==> config.mk <==
export PLATFORM = sky130hd
export DESIGN_NAME = input_conditioner_flat
export DESIGN_NICKNAME = d
export VERILOG_FILES = /design/src/rtl/input_conditioner_pkg.sv /design/src/rtl/input_conditioner_if.sv /design/src/rtl/input_conditioner_debounce_channel.sv /design/src/rtl/input_conditioner.sv /design/src/flat_wrapper.sv
export SDC_FILE = /design/constraint.sdc
export NUM_CORES = 1
export LEC_CHECK = 0
export CORE_AREA = 10 10 137 126
export DETAILED_ROUTE_END_ITERATION = 6
export DIE_AREA = 0 0 147 136
export PLACE_DENSITY_LB_ADDON = 0.12
export RECOVER_POWER = 50
export REMOVE_ABC_BUFFERS = 1
export SYNTH_ARGS = -nofsm -noshare
export SYNTH_HDL_FRONTEND = slang
export SYNTH_HIERARCHICAL = 1
export SYNTH_SLANG_ARGS = --single-unit
==> constraint.sdc <==
create_clock -name Clk -period 4.5 [get_ports Clk]
set_input_delay 0.9 -clock Clk [delete_from_list [all_inputs] [get_ports Clk]]
set_output_delay 0.9 -clock Clk [all_outputs]
set_load 0.02 [all_outputs]
==> src/rtl/input_conditioner_pkg.sv <==
// Shared constants and types for the board-input conditioner.
// Optional feature macro used across these files: SW_CHANGE_EN.
package input_cond_pkg;

    localparam int NUM_SW_DEF          = 8;
    localparam int DEBOUNCE_CYCLES_DEF = 500000;
    localparam int SYNC_STAGES_DEF     = 2;

    typedef enum logic {
        ACC_IDLE,
        ACC_PENDING
    } acc_state_t;

    // Counter width for a debounce window; never below one bit.
    function automatic int cnt_width(input int cycles);
        return (cycles < 2) ? 1 : $clog2(cycles);
    endfunction

endpackage

==> src/rtl/input_conditioner_if.sv <==
// Board-side and PIO-side signals of the input conditioner.
// The sw_changed signal exists only when SW_CHANGE_EN is defined.
interface input_conditioner_if
    import input_cond_pkg::*;
#(
    parameter int NUM_SW = NUM_SW_DEF
);
    logic [NUM_SW-1:0] sw_raw;
    logic              key_n_raw;
    logic              acc_ack;
    logic [NUM_SW-1:0] sw_clean;
    logic              key_n_clean;
    logic              acc_press;
    logic              acc_req;
`ifdef SW_CHANGE_EN
    logic              sw_changed;
`endif

    modport master (
        input  sw_raw,
        input  key_n_raw,
        input  acc_ack,
        output sw_clean,
        output key_n_clean,
        output acc_press,
`ifdef SW_CHANGE_EN
        output sw_changed,
`endif
        output acc_req
    );

    modport slave (
        output sw_raw,
        output key_n_raw,
        output acc_ack,
        input  sw_clean,
        input  key_n_clean,
        input  acc_press,
`ifdef SW_CHANGE_EN
        input  sw_changed,
`endif
        input  acc_req
    );

endinterface

==> src/rtl/input_conditioner_debounce_channel.sv <==
// One input bit: synchronizer chain, stability counter and clean register.
// The clean level follows the synchronized input only after DEBOUNCE_CYCLES unbroken samples.
module debounce_channel
    import input_cond_pkg::*;
#(
    parameter int   SYNC_STAGES     = SYNC_STAGES_DEF,
    parameter int   DEBOUNCE_CYCLES = DEBOUNCE_CYCLES_DEF,
    parameter logic RESET_VAL       = 1'b0
) (
    input  logic Clk,
    input  logic Reset,
    input  logic raw,
    output logic clean
);

    localparam int            CW       = cnt_width(DEBOUNCE_CYCLES);
    localparam logic [CW-1:0] CNT_LAST = CW'(DEBOUNCE_CYCLES - 1);

    logic [SYNC_STAGES-1:0] sync_q, sync_d;
    logic [CW-1:0]          cnt_q, cnt_d;
    logic                   clean_q, clean_d;
    logic                   sync_last;

    assign sync_last = sync_q[SYNC_STAGES-1];

    always_comb begin
        sync_d  = {sync_q[SYNC_STAGES-2:0], raw};
        clean_d = clean_q;
        cnt_d   = cnt_q;
        // Any sample equal to the clean level restarts the window.
        if (sync_last == clean_q) begin
            cnt_d = '0;
        end else if (cnt_q == CNT_LAST) begin
            clean_d = sync_last;
            cnt_d   = '0;
        end else begin
            cnt_d = cnt_q + CW'(1);
        end
    end

    always_ff @(posedge Clk) begin
        if (Reset) begin
            sync_q  <= {SYNC_STAGES{RESET_VAL}};
            cnt_q   <= '0;
            clean_q <= RESET_VAL;
        end else begin
            sync_q  <= sync_d;
            cnt_q   <= cnt_d;
            clean_q <= clean_d;
        end
    end

    assign clean = clean_q;

endmodule

==> src/rtl/input_conditioner.sv <==
// Debounces SW[] and the active-low accumulate key, and keeps a sticky accumulate request.
// Define SW_CHANGE_EN to add the one-cycle sw_changed pulse on any clean switch change.
module input_conditioner
    import input_cond_pkg::*;
#(
    parameter int NUM_SW          = NUM_SW_DEF,
    parameter int DEBOUNCE_CYCLES = DEBOUNCE_CYCLES_DEF,
    parameter int SYNC_STAGES     = SYNC_STAGES_DEF
) (
    input logic                 Clk,
    input logic                 Reset,
    input_conditioner_if.master bus
);

    logic [NUM_SW-1:0] sw_clean_w;
    logic              key_n_clean_w;

    for (genvar i = 0; i < NUM_SW; i++) begin : g_sw
        debounce_channel #(
            .SYNC_STAGES    (SYNC_STAGES),
            .DEBOUNCE_CYCLES(DEBOUNCE_CYCLES),
            .RESET_VAL      (1'b0)
        ) u_ch (
            .Clk  (Clk),
            .Reset(Reset),
            .raw  (bus.sw_raw[i]),
            .clean(sw_clean_w[i])
        );
    end

    debounce_channel #(
        .SYNC_STAGES    (SYNC_STAGES),
        .DEBOUNCE_CYCLES(DEBOUNCE_CYCLES),
        .RESET_VAL      (1'b1)
    ) u_key (
        .Clk  (Clk),
        .Reset(Reset),
        .raw  (bus.key_n_raw),
        .clean(key_n_clean_w)
    );

    logic       key_prev_q, key_prev_d;
    logic       acc_press_q, acc_press_d;
    acc_state_t state_q, state_d;

    always_comb begin
        key_prev_d  = key_n_clean_w;
        acc_press_d = key_prev_q & ~key_n_clean_w;
        state_d     = state_q;
        // A press in the same cycle as an ack keeps the request pending.
        unique case (state_q)
            ACC_IDLE:    if (acc_press_q) state_d = ACC_PENDING;
            ACC_PENDING: if (bus.acc_ack && !acc_press_q) state_d = ACC_IDLE;
        endcase
    end

    always_ff @(posedge Clk) begin
        if (Reset) begin
            key_prev_q  <= 1'b1;
            acc_press_q <= 1'b0;
            state_q     <= ACC_IDLE;
        end else begin
            key_prev_q  <= key_prev_d;
            acc_press_q <= acc_press_d;
            state_q     <= state_d;
        end
    end

`ifdef SW_CHANGE_EN
    logic [NUM_SW-1:0] sw_prev_q, sw_prev_d;
    logic              sw_changed_q, sw_changed_d;

    always_comb begin
        sw_prev_d    = sw_clean_w;
        sw_changed_d = |(sw_prev_q ^ sw_clean_w);
    end

    always_ff @(posedge Clk) begin
        if (Reset) begin
            sw_prev_q    <= '0;
            sw_changed_q <= 1'b0;
        end else begin
            sw_prev_q    <= sw_prev_d;
            sw_changed_q <= sw_changed_d;
        end
    end

    assign bus.sw_changed = sw_changed_q;
`endif

    assign bus.sw_clean    = sw_clean_w;
    assign bus.key_n_clean = key_n_clean_w;
    assign bus.acc_press   = acc_press_q;
    assign bus.acc_req     = (state_q == ACC_PENDING);

endmodule
==> src/flat_wrapper.sv <==
// flat-port wrapper written by rule: the top's interface ports become plain ports
module input_conditioner_flat import input_cond_pkg::*;
#(
    parameter int NUM_SW          = NUM_SW_DEF,
    parameter int DEBOUNCE_CYCLES = DEBOUNCE_CYCLES_DEF,
    parameter int SYNC_STAGES     = SYNC_STAGES_DEF
)
  (Clk, Reset, bus_sw_raw, bus_key_n_raw, bus_acc_ack, bus_sw_clean, bus_key_n_clean, bus_acc_press, bus_acc_req);
  input_conditioner_if #(.NUM_SW(NUM_SW)) bus_i ();
  input logic Clk;
  input logic Reset;
  input wire logic [$bits(bus_i.sw_raw)-1:0] bus_sw_raw;
  input wire logic [$bits(bus_i.key_n_raw)-1:0] bus_key_n_raw;
  input wire logic [$bits(bus_i.acc_ack)-1:0] bus_acc_ack;
  output wire logic [$bits(bus_i.sw_clean)-1:0] bus_sw_clean;
  output wire logic [$bits(bus_i.key_n_clean)-1:0] bus_key_n_clean;
  output wire logic [$bits(bus_i.acc_press)-1:0] bus_acc_press;
  output wire logic [$bits(bus_i.acc_req)-1:0] bus_acc_req;
  assign bus_i.sw_raw = bus_sw_raw;
  assign bus_i.key_n_raw = bus_key_n_raw;
  assign bus_i.acc_ack = bus_acc_ack;
  assign bus_sw_clean = bus_i.sw_clean;
  assign bus_key_n_clean = bus_i.key_n_clean;
  assign bus_acc_press = bus_i.acc_press;
  assign bus_acc_req = bus_i.acc_req;
  input_conditioner #(.NUM_SW(NUM_SW), .DEBOUNCE_CYCLES(DEBOUNCE_CYCLES), .SYNC_STAGES(SYNC_STAGES)) u_core (.Clk(Clk), .Reset(Reset), .bus(bus_i));
endmodule
==> results.py <==
metrics = {
    "finish": {
        "nets": 1047,
        "fin_util_pct": 70.7,
        "drive_above_1_share_pct": 8.76,
        "num_antenna_cells": 0,
        "fin_cells": 1237,
        "n_fill_cell": 1165,
        "syn_to_final_growth_pct": 10.9,
    },
    "setup_path": {
        "crit_path_end_kind": "register",
        "worst-path-max-fanout": 44,
        "ff2ff_path_depth": 4,
        "path_class": "in -> reg",
        "critPathArrivalTime_ns": 3.01,
        "cp.required_ns": 4.82,
        "critPathBufInv": 1,
        "max_stage_delay_ns": 1.10,
        "crit_chain": "clkbuf_1 > nand2b_1 > o21bai_1 > nor2_1",
        "crit_slowest_cell": "clkbuf_1",
        "crit_family": "buffers and inverters",
        "start_kind": "primary input",
        "critical_path_cell_count": 4,
    },
    "detailed_routing": {
        "top_layer": "met4",
        "wl_met1_um": 8290,
        "via_per_inst": 5.57,
        "vias": 6894,
        "ant_nets": 0,
        "drt-initial-drc-count": 285,
        "drc": 0,
        "routedWlPerCell_um": 13.5,
        "wl_met2_um": 7460,
        "drt_pass1_iterations": 7,
        "routed_wl_um": 16700,
        "wl_met3_um": 605,
    },
    "sta": {
        "maxSlewHeadroom_pct": -4.13,
        "holdWs_ns": 0.422,
        "drv_slew": 45,
        "rsz0062_at_grt": "false",
        "fmax_mhz": 372,
        "finClkSkew_ns": 0.00807,
        "period_share_pct": 59.7,
        "setup_viol": 0,
        "final_hold_viol_count": 0,
        "finalCriticalPeriod_ns": 2.69,
        "worst_pin_slew_ns": 1.56,
        "tns_ns": 0,
    },
    "yosys": {
        "async_reset_ff_share_pct": 0,
        "synth_seq_cells": 201,
        "synth_flop_cell": "dfxtp_1",
        "yosysMostFrequentCell": "dfxtp_1",
        "ys_top_cells_by_count": "dfxtp_1 (201), nor2_1 (160), nand3_1 (73), xnor2_1 (73), xor2_1 (53)",
        "synth_cells": 999,
        "ys_types": 48,
        "synth_area_leader_cell": "dfxtp_1",
        "syn-cell-area_um2": 9220,
        "synth_edf_count": 0,
        "synth_top_area_share_pct": 43.6,
        "yosysWarnings": 6,
        "ys_seq_area_share_pct": 43.6,
        "synth_area_leaders": "dfxtp_1 (44%), xnor2_1 (6.9%), nor2_1 (6.5%)",
        "syn_area_per_cell_um2": 9.23,
    },
    "flow_run": {
        "maxCapViolations": 1,
    },
    "floorplan": {
        "dieHeight_um": 136,
        "die_area_um2": 20000,
        "chipWidth_um": 147,
        "num_rows": 42,
        "core_region_area_um2": 14500,
        "initial_core_util_pct": 63.8,
        "io_pins": 23,
    },
    "clock_network": {
        "ctsResizeCount": 0,
        "cts_inserted_buffers": 21,
        "htreeDepth": 1,
        "cts_tree": "yes",
        "cts_root_buf": "clkbuf_16",
        "cts.clk_slew.worst_paths_ns": 0.06,
        "cts_setup_buffers": 0,
        "clock_path_buffers": 3,
        "insertion_delay_ns": 0.48,
        "clkSinkCount": 201,
        "hold_buffers": 0,
    },
    "placed_design": {
        "place.gp.congestion": 0.840,
        "dpl.hpwl_um": 11300,
        "dp.cells": 1201,
        "portBuffers": 22,
    },
    "global_route": {
        "overflow": 0,
        "grt_antenna_before_repair": 0,
        "grt_max_degree": 45,
        "grtUsageTotal_pct": 16.5,
        "grt_pass1_wl_um": 29200,
        "grt_pass1_vias": 6372,
    },
    "outcome": {
        "outcome": "finished with violations",
        "violations": "max-capacitance violations, max-slew violations",
    },
    "power": {
        "powerDensity_nw_per_um2": 347,
        "total_leakage_power_nw": 3.23,
        "ir_drop_mv": 0.331,
    },
    "hold_path": {
        "hold_path_depth": 1,
        "hold_path.class": "reg -> reg",
    },
}
-- power by group --
group	total (mW)	internal [mW]	switching (mW)
sequential	1.79	1.79	0.00570
combinational	0.0411	0.0189	0.0221
clock	1.71	1.04	0.674
total	3.55	2.84	0.702
-- layout make-up --
cell class	instances	area, µm²	share of cell area (%)
clock buffer	28	592	5.79
clock inverter	8	96.3	0.943
inverter	27	101	0.992
multi-input combinational	753	4940	48.4
sequential	201	4020	39.4
tap	198	248	2.42
timing repair buffer	22	214	2.09
-- layer usage --
layer | global-route usage [%] | vias up
li1 | - | 3584
met1 | 22.5 | 3182
met2 | 26.4 | 102
met3 | 2.82 | 26
met4 | 4.57 | 0
met5 | 0 | -
-- registers in the layout (all words and copies together) (netlist names) --
signal	count
u_core/g_sw.u_ch/sync_q	16
u_core/u_key/cnt_q	19
u_core/u_key/clean	1
u_core/g_sw.u_ch/cnt_q	152
u_core/u_key/sync_q	2
u_core/key_prev_q	1
u_core/bus.acc_press	1
u_core/bus.acc_req	1
u_core/g_sw.u_ch/clean	8
-- metrics by stage --
step | power [mW] | instance area [µm²] | setup slack (ns)
3_5_place_dp | 1.88 | 9590 | 1.88
2_1_floorplan | 1.86 | 9130 | 2.69
5_1_grt | 3.67 | 10200 | 1.46
6_report | 3.55 | 10200 | 1.81
4_1_cts | 3.59 | 10300 | 2.05
3_3_place_gp | 1.88 | 9590 | 1.94
-- cell families after synthesis --
logic type               after synthesis  synth area share [%]
adder cells (fa/ha/maj)                9                  1.22
buffers and inverters                 45                  2.10
AO/OA/AOI/OAI                         71                  4.28
XOR/XNOR                             126                  12.0
AND/OR/NAND/NOR                      533                  35.3
flip-flops                           201                  43.6
multiplexers                          14                  1.52
-- cells in the final DEF, fill, tap and decap left out, types with 15 or more instances in the layout --
master	count
a21oi_1	31
clkbuf_16	21
clkdlybuf4s50_1	21
dfxtp_1	201
inv_1	27
nand2_1	43
nand2b_1	16
nand3_1	73
nand4_1	35
nand4_2	17
nor2_1	160
nor2b_1	16
nor3_1	19
nor3b_1	15
nor4_1	30
o21ai_0	27
or3_1	19
xnor2_1	73
xor2_1	53
-- worst paths after layout --
path                            slack, ns                                       to                         startpoint
worst min register to register       0.42        u_core/u_key/sync_q[1]$_SDFF_PP1_  u_core/u_key/sync_q[0]$_SDFF_PP1_
worst min-delay path                 0.42        u_core/u_key/sync_q[1]$_SDFF_PP1_  u_core/u_key/sync_q[0]$_SDFF_PP1_
worst max-delay path                 1.81  u_core/g_sw[2].u_ch/cnt_q[3]$_SDFF_PP0_                              Reset
worst max register to register       2.31         u_core/u_key/cnt_q[7]$_SDFF_PP0_   u_core/u_key/cnt_q[0]$_SDFF_PP0_
Power figures use the tool's default switching activity.
